**src/rtl/ysyx_23060203_axi_pkg.sv**
```systemverilog
// ysyx_23060203_axi_pkg: shared AXI burst/response encodings and responder state type
package ysyx_23060203_axi_pkg;
  localparam logic [1:0] BURST_FIXED = 2'b00;
  localparam logic [1:0] BURST_INCR  = 2'b01;
  localparam logic [1:0] BURST_WRAP  = 2'b10;
  localparam logic [1:0] RESP_OKAY   = 2'b00;
  localparam logic [1:0] RESP_SLVERR = 2'b10;
  typedef enum logic [1:0] {IDLE, WAIT, BURST} state_t;
endpackage

```
**src/rtl/ysyx_23060203_axi_addr_gen.sv**
```systemverilog
// ysyx_23060203_axi_addr_gen: next beat address and burst legality for AXI read bursts
module ysyx_23060203_axi_addr_gen
  import ysyx_23060203_axi_pkg::*;
(
  input  logic [31:0] i_addr,
  input  logic [2:0]  i_size,
  input  logic [7:0]  i_len,
  input  logic [1:0]  i_burst,
  output logic [31:0] o_next_addr,
  output logic        o_illegal
);
  logic [31:0] w_incr;
  logic [31:0] w_mask;
  logic        w_wrap_ok;
  // step by beat size; WRAP keeps the upper bits of the aligned (len+1)<<size window
  always_comb begin
    w_incr      = i_addr + (32'd1 << i_size);
    w_mask      = (({24'd0, i_len} + 32'd1) << i_size) - 32'd1;
    w_wrap_ok   = (i_len == 8'd1) || (i_len == 8'd3) || (i_len == 8'd7) || (i_len == 8'd15);
    o_next_addr = (i_burst == BURST_INCR) ? w_incr :
                  (i_burst == BURST_WRAP) ? ((i_addr & ~w_mask) | (w_incr & w_mask)) : i_addr;
    o_illegal   = (i_size > 3'd2) || ((i_burst == BURST_WRAP) && !w_wrap_ok);
  end
endmodule

```
**src/rtl/ysyx_23060203_axi_rd_slave.sv**
```systemverilog
// ysyx_23060203_axi_rd_slave: AXI4 read responder streaming bursts from a word-wide synchronous memory
module ysyx_23060203_axi_rd_slave
  import ysyx_23060203_axi_pkg::*;
#(
  parameter logic [31:0] BASE      = 32'h80000000,
  parameter int          SIZE_LOG2 = 27,
  parameter int          LATENCY   = 0,
  parameter int          ID_W      = 4
) (
  input  logic                 clock,
  input  logic                 reset,
  input  logic                 mem_r_arvalid,
  output logic                 mem_r_arready,
  input  logic [31:0]          mem_r_araddr,
  input  logic [ID_W-1:0]      mem_r_arid,
  input  logic [7:0]           mem_r_arlen,
  input  logic [2:0]           mem_r_arsize,
  input  logic [1:0]           mem_r_arburst,
  output logic                 mem_r_rvalid,
  input  logic                 mem_r_rready,
  output logic [31:0]          mem_r_rdata,
  output logic [1:0]           mem_r_rresp,
  output logic                 mem_r_rlast,
  output logic [ID_W-1:0]      mem_r_rid,
  output logic                 rd_en,
  output logic [SIZE_LOG2-3:0] rd_addr,
  input  logic [31:0]          rd_data
);
  state_t          r_state, w_next;
  logic [31:0]     r_addr, r_hold, w_next_addr, w_off;
  logic [ID_W-1:0] r_id;
  logic [7:0]      r_len, r_cnt;
  logic [2:0]      r_size;
  logic [1:0]      r_burst, r_rresp;
  logic [8:0]      r_issued;
  logic            r_rvalid, r_rlast, r_fresh;
  logic            w_illegal, w_err, w_issue, w_ar_hs, w_done;

  ysyx_23060203_axi_addr_gen u_addr_gen (
    .i_addr      (r_addr),
    .i_size      (r_size),
    .i_len       (r_len),
    .i_burst     (r_burst),
    .o_next_addr (w_next_addr),
    .o_illegal   (w_illegal)
  );

  // beat issue decision, error classification and FSM next state
  always_comb begin
    w_off         = r_addr - BASE;
    w_err         = w_illegal || ((w_off >> SIZE_LOG2) != 32'd0);
    mem_r_arready = (r_state == IDLE) && !reset;
    w_ar_hs       = mem_r_arvalid && mem_r_arready;
    w_issue       = (r_state == BURST) && (r_issued <= {1'b0, r_len}) && (!r_rvalid || mem_r_rready);
    w_done        = r_rvalid && mem_r_rready && r_rlast;
    w_next        = (r_state == IDLE)  ? (w_ar_hs ? ((LATENCY > 0) ? WAIT : BURST) : IDLE) :
                    (r_state == WAIT)  ? ((r_cnt == 8'd0) ? BURST : WAIT) :
                    (w_done ? IDLE : BURST);
    rd_en         = w_issue && !w_err;
    rd_addr       = w_off[SIZE_LOG2-1:2];
    mem_r_rvalid  = r_rvalid;
    mem_r_rdata   = r_fresh ? rd_data : r_hold;
    mem_r_rresp   = r_rresp;
    mem_r_rlast   = r_rlast;
    mem_r_rid     = r_id;
  end

  // FSM state register
  always_ff @(posedge clock or posedge reset) begin
    if (reset) r_state <= IDLE;
    else       r_state <= w_next;
  end

  // request latch, latency countdown and R-channel beat registers
  always_ff @(posedge clock or posedge reset) begin
    if (reset) begin
      r_addr   <= '0;
      r_id     <= '0;
      r_len    <= '0;
      r_size   <= '0;
      r_burst  <= '0;
      r_issued <= '0;
      r_cnt    <= '0;
      r_rvalid <= 1'b0;
      r_rlast  <= 1'b0;
      r_rresp  <= RESP_OKAY;
      r_fresh  <= 1'b0;
      r_hold   <= '0;
    end else begin
      if (w_ar_hs) begin
        r_addr   <= mem_r_araddr;
        r_id     <= mem_r_arid;
        r_len    <= mem_r_arlen;
        r_size   <= mem_r_arsize;
        r_burst  <= mem_r_arburst;
        r_issued <= '0;
        r_cnt    <= 8'(LATENCY - 1);
      end else if (r_state == WAIT) r_cnt <= r_cnt - 8'd1;
      if (w_issue) begin
        r_addr   <= w_next_addr;
        r_issued <= r_issued + 9'd1;
        r_rvalid <= 1'b1;
        r_rlast  <= (r_issued[7:0] == r_len);
        r_rresp  <= w_err ? RESP_SLVERR : RESP_OKAY;
        r_fresh  <= !w_err;
      end else begin
        r_fresh  <= 1'b0;
        if (mem_r_rready) r_rvalid <= 1'b0;
      end
      r_hold <= (w_issue && w_err) ? 32'd0 : r_fresh ? rd_data : r_hold;
    end
  end

`ifndef SYNTHESIS
  logic [31:0] r_perf_beats, r_perf_stalls;
  // simulation-only counters: accepted beats and R stall cycles
  always_ff @(posedge clock or posedge reset) begin
    if (reset) begin
      r_perf_beats  <= '0;
      r_perf_stalls <= '0;
    end else begin
      r_perf_beats  <= r_perf_beats + 32'(r_rvalid && mem_r_rready);
      r_perf_stalls <= r_perf_stalls + 32'(r_rvalid && !mem_r_rready);
    end
  end
`endif
endmodule
```
**config.mk**
```make
export PLATFORM = sky130hd
export DESIGN_NAME = ysyx_23060203_axi_rd_slave
export DESIGN_NICKNAME = d
export VERILOG_FILES = /design/src/rtl/ysyx_23060203_axi_pkg.sv /design/src/rtl/ysyx_23060203_axi_addr_gen.sv /design/src/rtl/ysyx_23060203_axi_rd_slave.sv
export SDC_FILE = /design/constraint.sdc
export NUM_CORES = 1
export LEC_CHECK = 0
export ABC_AREA = 1
export BUFFER_PORTS_ARGS = -buffer_cell sky130_fd_sc_hd__buf_2
export CAP_MARGIN = 20
export CORE_MARGIN = 2
export CORE_UTILIZATION = 57
export CTS_BUF_LIST = sky130_fd_sc_hd__clkbuf_16
export CTS_CLUSTER_SIZE = 8
export DETAILED_ROUTE_END_ITERATION = 6
export GPL_ROUTABILITY_DRIVEN = 0
export GPL_TIMING_DRIVEN = 0
export PLACE_DENSITY = 0.79
export SKIP_LAST_GASP = 1
export SYNTH_ARGS = -nofsm -noshare
export SYNTH_HDL_FRONTEND = slang
export SYNTH_SLANG_ARGS = --single-unit
export TNS_END_PERCENT = 50
```
**constraint.sdc**
```tcl
create_clock -name clock -period 3.8 [get_ports clock]
set_input_delay 0.38 -clock clock [delete_from_list [all_inputs] [get_ports clock]]
set_output_delay 0.38 -clock clock [all_outputs]
set_load 0.02 [all_outputs]
```
# Yosys cells after proc, flatten, opt, wreduce, memory -nomap -nowiden
# Index checks and enable logic that the tools add are counted.
[totals] register_bits=105 elab_cells=82
[op_classes] n_addsub=6 n_lt_le_gt_ge=2 eq_ne=10 shifts=2 mux=19 bitwise_logic=4 reduce_logical=26
[ops] op="32-bit 2-to-1 mux" n=6
[ops] op="32-bit bitwise AND" n=2
[ops] op="32-bit adder" n=1
[ops] op="32-bit inverter" n=1
[ops] op="32-bit OR" n=1
[ops] op="32-bit nonzero test" n=1
[ops] op="1-bit by 3-bit left shift with 32-bit output (first input constant)" n=1
[ops] op="32-bit by 3-bit left shift with 32-bit output" n=1
[ops] op="32-bit by 1-bit subtractor with 32-bit output (second input constant)" n=1
[ops] op="32-bit subtractor (second input constant)" n=1
[ops] op="9-bit 2-to-1 mux" n=2
[ops] op="8-bit 2-to-1 mux" n=2
[ops] op="2-bit 2-to-1 mux" n=6
[ops] op="8-bit by 1-bit adder with 9-bit output (second input constant)" n=1
[ops] op="9-bit by 1-bit adder with 9-bit output (second input constant)" n=1
[ops] op="9-bit by 8-bit less-or-equal comparator with 1-bit output" n=1
[ops] op="1-bit logical AND" n=9
[ops] op="8-bit by 1-bit equality test with 1-bit output (second input constant)" n=1
[ops] op="8-bit by 2-bit equality test with 1-bit output (second input constant)" n=1
[ops] op="8-bit by 3-bit equality test with 1-bit output (second input constant)" n=1
[ops] op="8-bit by 4-bit equality test with 1-bit output (second input constant)" n=1
[ops] op="8-bit equality test" n=1
[ops] op="8-bit zero test" n=1
[ops] op="8-bit by 1-bit subtractor with 8-bit output (second input constant)" n=1
[ops] op="other kinds (10)" n=24

# Longest topological paths before layout
[logic_depth] depth_word=10 ltp_mapped=21 ltp_nobuf=21

# Modules after synthesis
# From an unflattened synthesis, not the netlist that was laid out.
[unflattened] hier_cells=1190 area_unflattened_um2=8124.0
[by_module_without_submodules] module="ysyx_23060203_axi_rd_slave" instances=1 cells_per_inst=690 area_each_um2=5559.1
[by_module_without_submodules] module="ysyx_23060203_axi_addr_gen" instances=1 cells_per_inst=500 area_each_um2=2565.0

# Worst setup path before layout
# OpenSTA, ideal clock, no wires.
[synth_path] path_type="reg2out" startpoint="reg r_len[4]" endpoint="out rd_en" arrival_time_ps=2532 setup_slack_ps=888 path_stages_with_launch=12 path_buffers=2 path_cell_list="dfrtp_1 inv_1 ha_1 a21oi_1 o21ai_0 nand2_1 o2111ai_1 o21ai_1 nand3_1 clkbuf_1 clkbuf_1 nor4_1"
[synth_between] elab_chain_cells=10
[synth_rtl] item="start: declaration" line="ysyx_23060203_axi_rd_slave.sv:32" rtl="logic [7:0] r_len, r_cnt;"
[synth_rtl] item="start signal: assignment" line="ysyx_23060203_axi_rd_slave.sv:93" rtl="r_len <= mem_r_arlen;"
[synth_rtl] item="8-bit by 1-bit equality test with 1-bit output or 8-bit by 2-bit equality test with 1-bit output (tied branches)" line="ysyx_23060203_axi_addr_gen.sv:19" rtl="w_wrap_ok = (i_len == 8'd1) || (i_len == 8'd3) || (i_len == 8'd7) || (i_len == 8'd15);"
[synth_rtl] item="1-bit logical OR (3 in a row)" line="ysyx_23060203_axi_addr_gen.sv:19"
[synth_rtl] item="1-bit zero test" line="ysyx_23060203_axi_addr_gen.sv:22" rtl="o_illegal = (i_size > 3'd2) || ((i_burst == BURST_WRAP) && !w_wrap_ok);"
[synth_rtl] item="1-bit logical AND" line="ysyx_23060203_axi_addr_gen.sv:22"
[synth_rtl] item="1-bit logical OR" line="ysyx_23060203_axi_addr_gen.sv:22"
[synth_rtl] item="1-bit logical OR" line="ysyx_23060203_axi_rd_slave.sv:51" rtl="w_err = w_illegal || ((w_off >> SIZE_LOG2) != 32'd0);"
[synth_rtl] item="1-bit zero test" line="ysyx_23060203_axi_rd_slave.sv:59" rtl="rd_en = w_issue && !w_err;"
[synth_rtl] item="1-bit logical AND *" line="ysyx_23060203_axi_rd_slave.sv:59"
[synth_rtl] item="end: declaration" line="ysyx_23060203_axi_rd_slave.sv:25" rtl="output logic rd_en,"
# Mark *: on every way between the ends. The rest lies on a longest branch, timed or not.

==> impl_metrics.csv <==
group,metric,value,unit
routing,drtIter0Drc,448,
floorplanning,io_pins,152,
hold_path,holdCritPathClass,"in2async",
setup_path,cp.required,4.10,ns
clock_tree,cts_tree,"built",
power_and_ir_drop,vdd_ir_drop_max,0.000448,V
floorplanning,rows,42,
sta,fin_setup_tns,0,ns
sta,rsz0062_at_grt,"true",
yosys,synth_cell_types,51,
routing,firstDrtPassIters,6,
global_routing,antenna_found_initial,0,
sta,hold_viol,0,
floorplanning,dieHeight,120,µm
global_routing,grt_pass1_vias,7113,
routing,ant_nets,0,
yosys,synth_flop_cell,"dfrtp_1",
sta,max_freq,0.279,GHz
status,status,"complete, no violations",
routing,routed_wl,19600,µm
cells_and_area,utilization,0.680,
sta,slew_violations,0,
clock_tree,path_clk_slew,0.07,ns
yosys,synth_seq_cells,104,
yosys,synthArstFlopShare,1.00,
cells_and_area,antenna_cells,0,
power_and_ir_drop,p_per_area,798,nW/µm²
sta,clock_skew,0.00615,ns
global_routing,gr-total-overflow,0,
global_routing,grtUsageTotal,0.280,
sta,holdWs,0.111,ns
setup_path,cp_max_fo,10,
sta,min_period_over_period,0.943,
clock_tree,worstSkewPairLatency,0.35,ns
setup_path,cp-start-kind,"flop",
floorplanning,start_util,0.583,
cells_and_area,final_area,8970,µm²
place,dp.final_hpwl,14800,µm
cells_and_area,syn2layout_area_growth,16.6,%
yosys,synth_area,7690,µm²
setup_path,path_class,"reg2reg",
global_routing,grt_pass1_wl,32700,µm
floorplanning,die_w,120,µm
routing,drcViolationCount,0,
sta,tightestPinTransition,0.796,ns
cells_and_area,layout.nets,1401,
cells_and_area,drive_above_1_share,0.213,
yosys,synth_area_per_cell,6.81,µm²
job,drv_cap,0,
clock_tree,cts_hold_buf,0,
floorplanning,die_area,14400,µm²
setup_path,end_kind,"flop",
power_and_ir_drop,power.total,7.16,mW
yosys,yosys_warnings,0,
clock_tree,htree_num_levels,3,
clock_tree,ctsLongestPathBuffers,2,
setup_path,reg2reg_slack,0.22,ns
clock_tree,numCtsBuffers,9,
yosys,synth_nets,1239,
clock_tree,cts_setup_buffers,0,
routing,routedWlPerCell,13.3,µm
yosys,ys_seq_area_frac,0.338,
clock_tree,cts_root_buf,"clkbuf_16",
clock_tree,clock-sinks,104,
sta,maxSlewHeadroom,0.469,
place,dpl_cell_area,8690,µm²
yosys,synth_enable_flop_cells,0,
global_routing,grt_max_degree,60,
sta,setup_viol,0,
place,portBuffers,150,
routing,num_vias,7685,
setup_path,reg2reg_from,"r_size[2]$_DFFE_PP0P_",
routing,vias_per_cell,5.23,
sta,min_period,3.58,ns
setup_path,crit_arrival,3.88,ns
setup_path,ff2ff_path_depth,20,
yosys,syn_inst,1129,
floorplanning,coreArea,13200,µm²
power_and_ir_drop,power.leakage,5.11,nW
metrics by stage:
step                setup WS (ns)  std cells
global placement           -0.649       1455
detailed placement          0.230       1456
finish                      0.216       1470
global route              -0.0277       1470
floorplan                   0.688       1129
CTS                         0.126       1470
synthesized netlist by cell type, types with 2 or more instances:
| master | count | area share |
|---|---|---|
| o22ai_1 | 3 | 0.0024 |
| nand3b_1 | 4 | 0.0039 |
| inv_2 | 7 | 0.0034 |
| o21ai_1 | 5 | 0.0033 |
| nand3_1 | 76 | 0.049 |
| nand3_2 | 15 | 0.020 |
| mux2_2 | 5 | 0.0073 |
| buf_2 | 3 | 0.0020 |
| o32ai_1 | 2 | 0.0023 |
| nor2_2 | 4 | 0.0033 |
| xnor2_1 | 5 | 0.0057 |
| o21ai_0 | 73 | 0.047 |
| nand3_4 | 2 | 0.0046 |
| o21ai_2 | 2 | 0.0023 |
| nand2_4 | 4 | 0.0059 |
| nor2_4 | 2 | 0.0029 |
| or2_2 | 2 | 0.0016 |
| inv_1 | 155 | 0.076 |
| nand4_1 | 15 | 0.012 |
| xor2_1 | 16 | 0.018 |
| clkbuf_1 | 24 | 0.012 |
| nand2_1 | 314 | 0.15 |
| a21oi_1 | 46 | 0.030 |
| o21a_1 | 4 | 0.0039 |
| nor2_8 | 2 | 0.0052 |
| buf_4 | 31 | 0.030 |
| nand2_2 | 23 | 0.019 |
| a21boi_0 | 2 | 0.0020 |
| nor2_1 | 113 | 0.055 |
| a21o_1 | 2 | 0.0020 |
| ha_1 | 24 | 0.039 |
| nor3_1 | 17 | 0.011 |
| nor4_1 | 5 | 0.0041 |
| dfrtp_1 | 104 | 0.34 |
| o211ai_1 | 2 | 0.0020 |
cell usage in the layout, fill, tap and decap left out, types with 9 or more instances in the layout:
cell type,n
clkbuf_1,23
nor3_1,17
a21oi_1,46
nand2_2,23
nand2_1,314
nand4_1,15
o21ai_0,72
buf_2,153
inv_1,155
nor2_1,113
ha_1,24
buf_4,31
nand3_2,16
clkbuf_16,9
dfrtp_1,104
nand3_1,75
xor2_1,16
where the power goes:
part	switching, mW	internal, mW
clock	0.429	0.440
combinational	2.99	1.56
sequential	0.328	1.41
per-layer routing:
metal / wire length, µm / part of all wire / track usage / vias to the layer above
met3: 1290 / 0.066 / 0.0439 / 22
met5: 0 / 0 / 0 / -
met4: 306 / 0.016 / 0.0904 / 0
met1: 9030 / 0.46 / 0.386 / 3532
met2: 8990 / 0.46 / 0.455 / 250
li1: - / - / - / 3881
logic make-up after synthesis:
family / share of synthesized area
xor+xnor: 0.0239
simple gates: 0.352
other cells: 0.000487
flops: 0.338
buf+inv: 0.127
compound gates: 0.108
mux: 0.00862
fa+ha+maj: 0.0416
what timing repair did:
action / in CTS / in global routing
setup endpoints to repair: 1 / 4
endpoints found under the hold margin: 0 / 0
resized for setup: 1 / 4
layout make-up:
type	count	area, µm²
tap	176	220
timing repair buffer	151	778
inverter	164	626
multi-input combinational	802	4130
buffer	59	353
clock buffer	9	225
sequential	104	2600
fill	1216	4220
clock inverter	5	36.3
worst max-delay path, stage by stage, from the launching register on:
cell and delay (ns):
dfrtp_1 0.38, buf_4 0.18, clkbuf_1 0.26, nor2_1 0.17, ha_1 0.17, inv_1 0.05
fa_1 0.39, nand3b_1 0.17, nand2_1 0.11, a21oi_1 0.14, o21ai_1 0.33, nand3_1 0.19
nor3_1 0.38, nand2_1 0.14, nand2_1 0.08, nand2_1 0.05, nor2_1 0.10, nand2_1 0.06
nand2_1 0.06, nand2_1 0.05, nand2_1 0.05
worst max-delay path by stage:
stage / slack (ns) / cells after the start / startpoint / endpoint
2_1_floorplan: 0.69 / 1 / reset / async pin
3_3_place_gp: -0.65 / 2 / reset / async pin
3_5_place_dp: 0.23 / 20 / r_size[2]$_DFFE_PP0P_ / flop
4_1_cts: 0.13 / 12 / r_len[2]$_DFFE_PP0P_ / rd_en
5_1_grt: -0.03 / 20 / r_size[2]$_DFFE_PP0P_ / flop
6_report: 0.22 / 20 / r_size[2]$_DFFE_PP0P_ / flop
Power figures use the tool's default switching activity.
